==> src/rtl/button_pkg.sv <==
// Shared types and default constants for the button conditioner.
package button_pkg;

   typedef enum logic [1:0] {IDLE, HOLD, REPEAT} rpt_state_t;

   localparam int DEF_N_CH          = 4;
   localparam int DEF_DB_CYCLES     = 1000000;
   localparam int DEF_REPEAT_EN     = 1;
   localparam int DEF_REPEAT_DELAY  = 50000000;
   localparam int DEF_REPEAT_PERIOD = 10000000;

   // Counter width able to hold values up to v-1 with one bit of headroom.
   function automatic int cnt_width(input int v);
      return $clog2(v) + 1;
   endfunction

   function automatic int max_int(input int a, input int b);
      return (a > b) ? a : b;
   endfunction

endpackage

==> src/rtl/button_channel.sv <==
// One input bit: 2-flop synchronizer, debounce counter, press/release pulses and
// the optional auto-repeat FSM (IDLE -> HOLD -> REPEAT, back to IDLE on release).
module button_channel
   import button_pkg::*;
#(
   parameter int DB_CYCLES     = DEF_DB_CYCLES,
   parameter int REPEAT_EN     = DEF_REPEAT_EN,
   parameter int REPEAT_DELAY  = DEF_REPEAT_DELAY,
   parameter int REPEAT_PERIOD = DEF_REPEAT_PERIOD
) (
   input  logic       clk,
   input  logic       rst_ext,
   input  logic       raw,
   output logic       level,
   output logic       press,
   output logic       rel,
   output logic       rpt,
   output logic [1:0] state_dbg
);

   localparam int DB_W = cnt_width(DB_CYCLES);

   logic            s1, s;
   logic [DB_W-1:0] db_cnt;
   logic            db_hit, rise, fall;

   always_comb begin
      db_hit = (s != level) && (db_cnt == DB_W'(DB_CYCLES - 1));
      rise   = db_hit && !level;
      fall   = db_hit && level;
   end

   always_ff @(posedge clk) begin
      if (rst_ext) begin
         s1     <= 1'b0;
         s      <= 1'b0;
         db_cnt <= '0;
         level  <= 1'b0;
         press  <= 1'b0;
         rel    <= 1'b0;
      end else begin
         s1    <= raw;
         s     <= s1;
         press <= rise;
         rel   <= fall;
         // Any agreeing cycle restarts the debounce window.
         if (s == level) begin
            db_cnt <= '0;
         end else if (db_hit) begin
            db_cnt <= '0;
            level  <= ~level;
         end else begin
            db_cnt <= db_cnt + 1'b1;
         end
      end
   end

   generate
      if (REPEAT_EN != 0) begin : g_rpt
         localparam int HW = cnt_width(max_int(REPEAT_DELAY, REPEAT_PERIOD));

         rpt_state_t    st;
         logic [HW-1:0] hcnt;

         assign state_dbg = st;

         // Release takes priority: a rpt due in the same cycle is dropped.
         always_ff @(posedge clk) begin
            if (rst_ext) begin
               st   <= IDLE;
               hcnt <= '0;
               rpt  <= 1'b0;
            end else begin
               rpt <= 1'b0;
               case (st)
                  IDLE: begin
                     hcnt <= '0;
                     if (rise) st <= HOLD;
                  end
                  HOLD: begin
                     if (fall) begin
                        st   <= IDLE;
                        hcnt <= '0;
                     end else if (hcnt == HW'(REPEAT_DELAY - 1)) begin
                        st   <= REPEAT;
                        hcnt <= '0;
                        rpt  <= 1'b1;
                     end else begin
                        hcnt <= hcnt + 1'b1;
                     end
                  end
                  REPEAT: begin
                     if (fall) begin
                        st   <= IDLE;
                        hcnt <= '0;
                     end else if (hcnt == HW'(REPEAT_PERIOD - 1)) begin
                        hcnt <= '0;
                        rpt  <= 1'b1;
                     end else begin
                        hcnt <= hcnt + 1'b1;
                     end
                  end
                  default: begin
                     st   <= IDLE;
                     hcnt <= '0;
                  end
               endcase
            end
         end
      end else begin : g_no_rpt
         assign rpt       = 1'b0;
         assign state_dbg = IDLE;
      end
   endgenerate

endmodule

==> src/rtl/button_conditioner.sv <==
// N_CH independent debounced button channels with press/release/auto-repeat pulses.
// dbg_state exposes each channel's repeat FSM state, two bits per channel.
module button_conditioner
   import button_pkg::*;
#(
   parameter int N_CH          = DEF_N_CH,
   parameter int DB_CYCLES     = DEF_DB_CYCLES,
   parameter int REPEAT_EN     = DEF_REPEAT_EN,
   parameter int REPEAT_DELAY  = DEF_REPEAT_DELAY,
   parameter int REPEAT_PERIOD = DEF_REPEAT_PERIOD
) (
   input  logic              clk,
   input  logic              rst_ext,
   input  logic [N_CH-1:0]   raw,
   output logic [N_CH-1:0]   level,
   output logic [N_CH-1:0]   press,
   output logic [N_CH-1:0]   rel,
   output logic [N_CH-1:0]   rpt,
   output logic [2*N_CH-1:0] dbg_state
);

   generate
      for (genvar i = 0; i < N_CH; i++) begin : g_ch
         button_channel #(
            .DB_CYCLES    (DB_CYCLES),
            .REPEAT_EN    (REPEAT_EN),
            .REPEAT_DELAY (REPEAT_DELAY),
            .REPEAT_PERIOD(REPEAT_PERIOD)
         ) u_ch (
            .clk      (clk),
            .rst_ext  (rst_ext),
            .raw      (raw[i]),
            .level    (level[i]),
            .press    (press[i]),
            .rel      (rel[i]),
            .rpt      (rpt[i]),
            .state_dbg(dbg_state[2*i +: 2])
         );
      end
   endgenerate

endmodule

==> config.mk <==
export PLATFORM = sky130hd
export DESIGN_NAME = button_conditioner
export DESIGN_NICKNAME = d
export VERILOG_FILES = /design/src/rtl/button_pkg.sv /design/src/rtl/button_channel.sv /design/src/rtl/button_conditioner.sv
export SDC_FILE = /design/constraint.sdc
export NUM_CORES = 1
export LEC_CHECK = 0
export CAP_MARGIN = 0
export CORE_MARGIN = 1
export CORE_UTILIZATION = 49
export DETAILED_ROUTE_END_ITERATION = 10
export PLACE_DENSITY_LB_ADDON = 0.08
export SKIP_LAST_GASP = 1
export SLEW_MARGIN = 20
export SYNTH_ARGS = -nofsm -noshare
export SYNTH_HDL_FRONTEND = slang
export SYNTH_SLANG_ARGS = --single-unit
==> constraint.sdc <==
create_clock -name clk -period 3.64 [get_ports clk]
set_input_delay 0.91 -clock clk [delete_from_list [all_inputs] [get_ports clk]]
set_output_delay 0.91 -clock clk [all_outputs]
set_load 0.05 [all_outputs]
==> results of run 1 <==
-- flip-flops by register name (all words and copies together) (netlist names) --
name	cells
g_ch.u_ch.s	4
g_ch.u_ch.s1	4
g_ch.u_ch.press	4
g_ch.u_ch.db_cnt	84
g_ch.u_ch.state_dbg	8
g_ch.u_ch.rel	4
g_ch.u_ch.level	4
g_ch.u_ch.g_rpt.hcnt	108
g_ch.u_ch.rpt	4
-- per-layer routing --
metal	GRT usage	vias up	part of all wire
met5	0	-	0
met3	0.03103	27	0.031
li1	-	3967	-
met2	0.2861	63	0.43
met1	0.2485	3423	0.52
met4	0.05474	0	0.021
-- cells in the mapped netlist, types with 15 or more instances --
| cell type | number | area share |
|---|---|---|
| and4_1 | 16 | 0.014 |
| nor2_1 | 236 | 0.087 |
| nor3_1 | 35 | 0.017 |
| buf_4 | 16 | 0.012 |
| and3_1 | 29 | 0.018 |
| ha_1 | 20 | 0.025 |
| nor2b_1 | 15 | 0.0093 |
| xor2_1 | 106 | 0.092 |
| dfxtp_1 | 224 | 0.44 |
| clkbuf_1 | 21 | 0.0078 |
| nand2_1 | 78 | 0.029 |
| xnor2_1 | 73 | 0.063 |
| nand3_1 | 75 | 0.037 |
| nand4_1 | 44 | 0.027 |
| inv_1 | 30 | 0.011 |
-- cell type report --
type                    instances  area (um^2)  area share
clock inverters                 6        65.06    0.005742
multi-input cells             863         5286      0.4665
clock buffers                  37        720.7     0.06360
well taps                     270        337.8     0.02981
flip-flops and latches        224         4484      0.3958
repair buffers                 33        320.3     0.02827
inverters                      31        116.4     0.01027
-- power by group --
| part | switching [mW] | total (mW) | internal (mW) |
|---|---|---|---|
| Combinational | 0.0206 | 0.0322 | 0.0116 |
| Sequential | 0.00243 | 2.46 | 2.46 |
| Clock | 0.967 | 2.40 | 1.43 |
| Total | 0.990 | 4.89 | 3.90 |
-- logic make-up (layout without fill, tap and decap cells) --
group                    Yosys count  count (layout)
AND/OR/NAND/NOR                  616             616
flip-flops                       224             224
XOR/XNOR                         179             179
buffers and inverters             77             107
AO/OA/AOI/OAI                     47              47
adder cells (fa/ha/maj)           20              20
multiplexers                       1               1
-- per-stage QoR --
stage | cells | hold slack, ns
floorplan | 1164 | 0.4129
global placement | 1421 | 0.4166
detailed placement | 1421 | 0.4302
CTS | 1464 | 0.4417
global route | 1464 | 0.4573
finish | 1464 | 0.4353
-- how the worst max path moves through the flow --
stage                                          from                         to  slack (ns)
final                            g_ch[2].u_ch.level                   level[2]        0.76
after global routing             g_ch[2].u_ch.level                   level[2]        0.68
after CTS                        g_ch[2].u_ch.level                   level[2]        0.74
after detailed placement                    rst_ext    g_ch[3].u_ch.db_cnt[18]        0.80
after global placement                      rst_ext    g_ch[3].u_ch.db_cnt[18]        0.82
after floorplan           g_ch[3].u_ch.state_dbg[0]  g_ch[3].u_ch.state_dbg[1]        1.01
==> reports/results.tsv, run 1 <==
metric	value	unit
outcome	completed	
synth_nets	1190	
path_max_fanout	9	
period_minus_slack	2.884	ns
antenna_found_initial	0	
synth_edf_count	0	
synth_adder_area_share	0.02470	
n_antenna_cell	0	
synth_area	10130	um^2
power_density	431.8	nW/um^2
finalMaxSlewViolations	0	
drive_above_1_share	0.04941	
grt_pass1_wl	32690	um
final_common_cell	nor2_1	
setup_violations	0	
synthMuxAreaShare	0.0009881	
h-tree-depth	1	
ios	30	
cts_max_path_buffers	3	
cts_buffers	25	
worstSkewPairLatency	0.52	ns
drtPass1Iterations	6	
synthSimpleGateAreaFrac	0.3068	
setup_tns	0	ns
p_leak	3.580	nW
hold_viol	0	
post_cts_buffers	0	
start_kind	flop	
route.detailed.drc	0	
cts-root-buf	clkbuf_16	
worst_r2r_path_depth	6	
grt_overflow	0	
post-route-util	0.5600	
fin_crit_sh	0.7923	
cts_hold_buffers	0	
die-area	21250	um^2
finalPower	4.893	mW
num_vias	7480	
rows	52	
ir_drop	0.2992	mV
tightest_slew	0.8511	ns
rsz0062_at_grt	false	
worstHoldStart	g_ch[0].u_ch.s1	
maxSlewHeadroom	0.4314	
syn_area_per_cell	8.703	um^2
synth_cell_type_count	63	
drt_iter0_drc	266	
holdPathStages	1	
seq_area_frac_synth	0.4427	
path_class	flop to output pin	
crit_family	buffers and inverters	
cts_tree	yes	
clk_pin_slew	0.06	ns
core_region_area	20230	um^2
fp.dieW	145.8	um
clock_sinks	224	
grt_pass1_vias	7004	
critical_path_required	2.73	ns
area_growth	11.86	%
wire_per_inst	12.73	um
crit_arrival	1.97	ns
rrSetupSlack	1.11	ns
io_buffers	29	
synthArstFlopShare	0	
ys_seq_elements	224	
min_to	g_ch[0].u_ch.s	
synth-compound-area-share	0.03384	
grt_usage	0.1799	
dpl_cell_area	10540	um^2
hp-class	flop to flop	
slowest_delay	0.91	ns
cp.buffers_inverters	1	
place_ws	0.8038	ns
grt_max_degree	28	
synth_warnings	0	
die_y	145.8	um
synthFlopType	dfxtp_1	
start_util	0.5006	
nNetsFinal	1204	
max_freq	346.8	MHz
drv_cap	0	
viasPerCell	5.109	
crit_path_cell_trace	clkdlybuf4s50_1	
regToRegStartpoint	g_ch[0].u_ch.level	
num-fill-cells	1877	
cts_resized	0	
drtAntennaViolNets	0	
setup_ws	0.7561	ns
routed_wl	18640	um
place.gp.congestion	0.8005	
path_depth	1	
mostFrequentLayoutCells	236 x nor2_1, 224 x dfxtp_1, 106 x xor2_1, 78 x nand2_1, 75 x nand3_1	
hpwl	12720	um
netlist_instances	1164	
fin_skew	0.01361	ns
worst_setup_path_end_kind	output pin	
r2r-end	g_ch[0].u_ch.g_rpt.hcnt[20]	
synth_top_family_by_area	simple AND/OR/NAND/NOR gates	
final_design_area_no_fill	11330	um^2
yosys.area_share.xor_xnor	0.1548	
cp_slowest_cell	clkdlybuf4s50_1	
(Power assumes the default switching activity.)
==> run 2, diff against run 1 <==
clock period = 2.7 ns   (was 3.64 ns; I/O delays follow)
==> reports/results.tsv, run 2 (synthesized netlist as in run 1, its figures left out) <==
metric	value	unit	change
p_leak	3.654	nW	+2.0%
maxSlewHeadroom	0.5232		+0.09185
cts_max_path_buffers	3		unchanged
io_buffers	29		unchanged
viasPerCell	5.103		-0.13%
mostFrequentLayoutCells	236 x nor2_1, 224 x dfxtp_1, 106 x xor2_1, 78 x nand2_1, 75 x nand3_1		
largest_register_ffs	108		unchanged
setup_violations	0		unchanged
core_region_area	20230	um^2	unchanged
die_y	145.8	um	unchanged
grt_overflow	0		unchanged
drtPass1Iterations	4		-2
ir_drop	0.4055	mV	+36%
worstSkewPairLatency	0.51	ns	about the same
fin_skew	0.008574	ns	-0.005035 ns
route.detailed.drc	0		unchanged
die-area	21250	um^2	unchanged
finalMaxSlewViolations	0		unchanged
tightest_slew	0.7152	ns	-0.1359 ns
nNetsFinal	1218		+1.2%
drv_cap	0		unchanged
post_cts_buffers	0		unchanged
num_vias	7547		+0.90%
fp.dieW	145.8	um	unchanged
outcome	completed		
period_minus_slack	2.544	ns	
drtAntennaViolNets	0		unchanged
hpwl	12790	um	+0.51%
power_density	575.8	nW/um^2	+33%
crit_path_cell_trace	clkdlybuf4s50_1		
finalPower	6.587	mW	+35%
start_kind	flop		
clock_sinks	224		unchanged
place.gp.congestion	0.8031		+0.32%
grt_max_degree	28		unchanged
n_antenna_cell	0		unchanged
start_util	0.5006		unchanged
wire_per_inst	12.78	um	+0.35%
cts_resized	0		unchanged
h-tree-depth	1		unchanged
drt_iter0_drc	279		+4.9%
hold_viol	0		unchanged
setup_tns	0	ns	unchanged
max_freq	393.1	MHz	
cts-root-buf	clkbuf_16		
critical_path_required	2.03	ns	-0.70 ns
setup_ws	0.1564	ns	-0.5997 ns
hp-class	flop to flop		
final_common_cell	nor2_1		
drive_above_1_share	0.06121		+0.01179
fin_cells	1479		+1.0%
grt_usage	0.1821		+0.002259
place_inst	1435		+0.99%
path_max_fanout	9		unchanged
cts_tree	yes		
ios	30		unchanged
area_growth	12.93	%	
crit_family	buffers and inverters		
place_ws	0.2873	ns	-0.5165 ns
clk_pin_slew	0.06	ns	about the same
fin_crit_sh	0.9421		
grt_pass1_wl	33150	um	+1.4%
grt_pass1_vias	7051		+0.67%
cts_buffers	25		unchanged
slowest_delay	0.87	ns	-0.04 ns
cp.buffers_inverters	1		unchanged
cp_slowest_cell	clkdlybuf4s50_1		
cts_hold_buffers	0		unchanged
worst_setup_path_end_kind	output pin		
routed_wl	18900	um	+1.4%
rsz0062_at_grt	false		
path_class	flop to output pin		
whs	0.4341	ns	-0.001193 ns
antenna_found_initial	0		unchanged
crit_arrival	1.87	ns	-0.10 ns
rows	52		unchanged
regMostFlops	g_ch.u_ch.g_rpt.hcnt		
## run 2: cell types whose count changed in the layout (fill, tap and decap cells not counted), sizes merged
cell / previous run / this run
clkbuf: 37 / 36
buf: 4 / 18
clkinv: 3 / 4
clkinvlp: 1 / 2
## run 2: area by class of cell
type | instances | area, um^2
Fill cell | 1883 | 8795
Multi-Input combinational cell | 863 | 5279
Sequential cell | 224 | 4484
Clock buffer | 36 | 706.9
Timing Repair Buffer | 47 | 437.9
Tap cell | 270 | 337.8
Inverter | 31 | 116.4
Clock inverter | 8 | 77.57
## run 2: path summary, 6_finish.rpt
kind                               start                     endpoint  slack [ns]  cells after the start
setup reg to reg  g_ch[2].u_ch.db_cnt[0]  g_ch[2].u_ch.g_rpt.hcnt[10]        0.30                      8
setup / recovery      g_ch[3].u_ch.level                     level[3]        0.16                      1
hold reg to reg          g_ch[0].u_ch.s1               g_ch[0].u_ch.s        0.43                      1
hold / removal           g_ch[0].u_ch.s1               g_ch[0].u_ch.s        0.43                      1
## run 2: per-layer routing
metal	GRT usage	vias to the layer above	routed length [um]
met4	0.04895	0	364
li1	-	3991	-
met5	0	-	0
met1	0.2565	3461	9806
met2	0.2892	69	8204
met3	0.02821	26	523
## run 2: metrics by stage
step	util	area (um^2)
after global placement	0.5266	10660
after global routing	0.5654	11440
after detailed placement	0.5266	10660
after floorplan	-	10130
after CTS	0.5654	11440
final	0.5654	11440
## run 2: power breakdown
group / leakage, nW / internal, mW / total (mW) / switching, mW
clock: 0.380 / 1.91 / 3.23 / 1.31
combinational: 1.47 / 0.0166 / 0.0452 / 0.0286
sequential: 1.81 / 3.31 / 3.32 / 0.00337
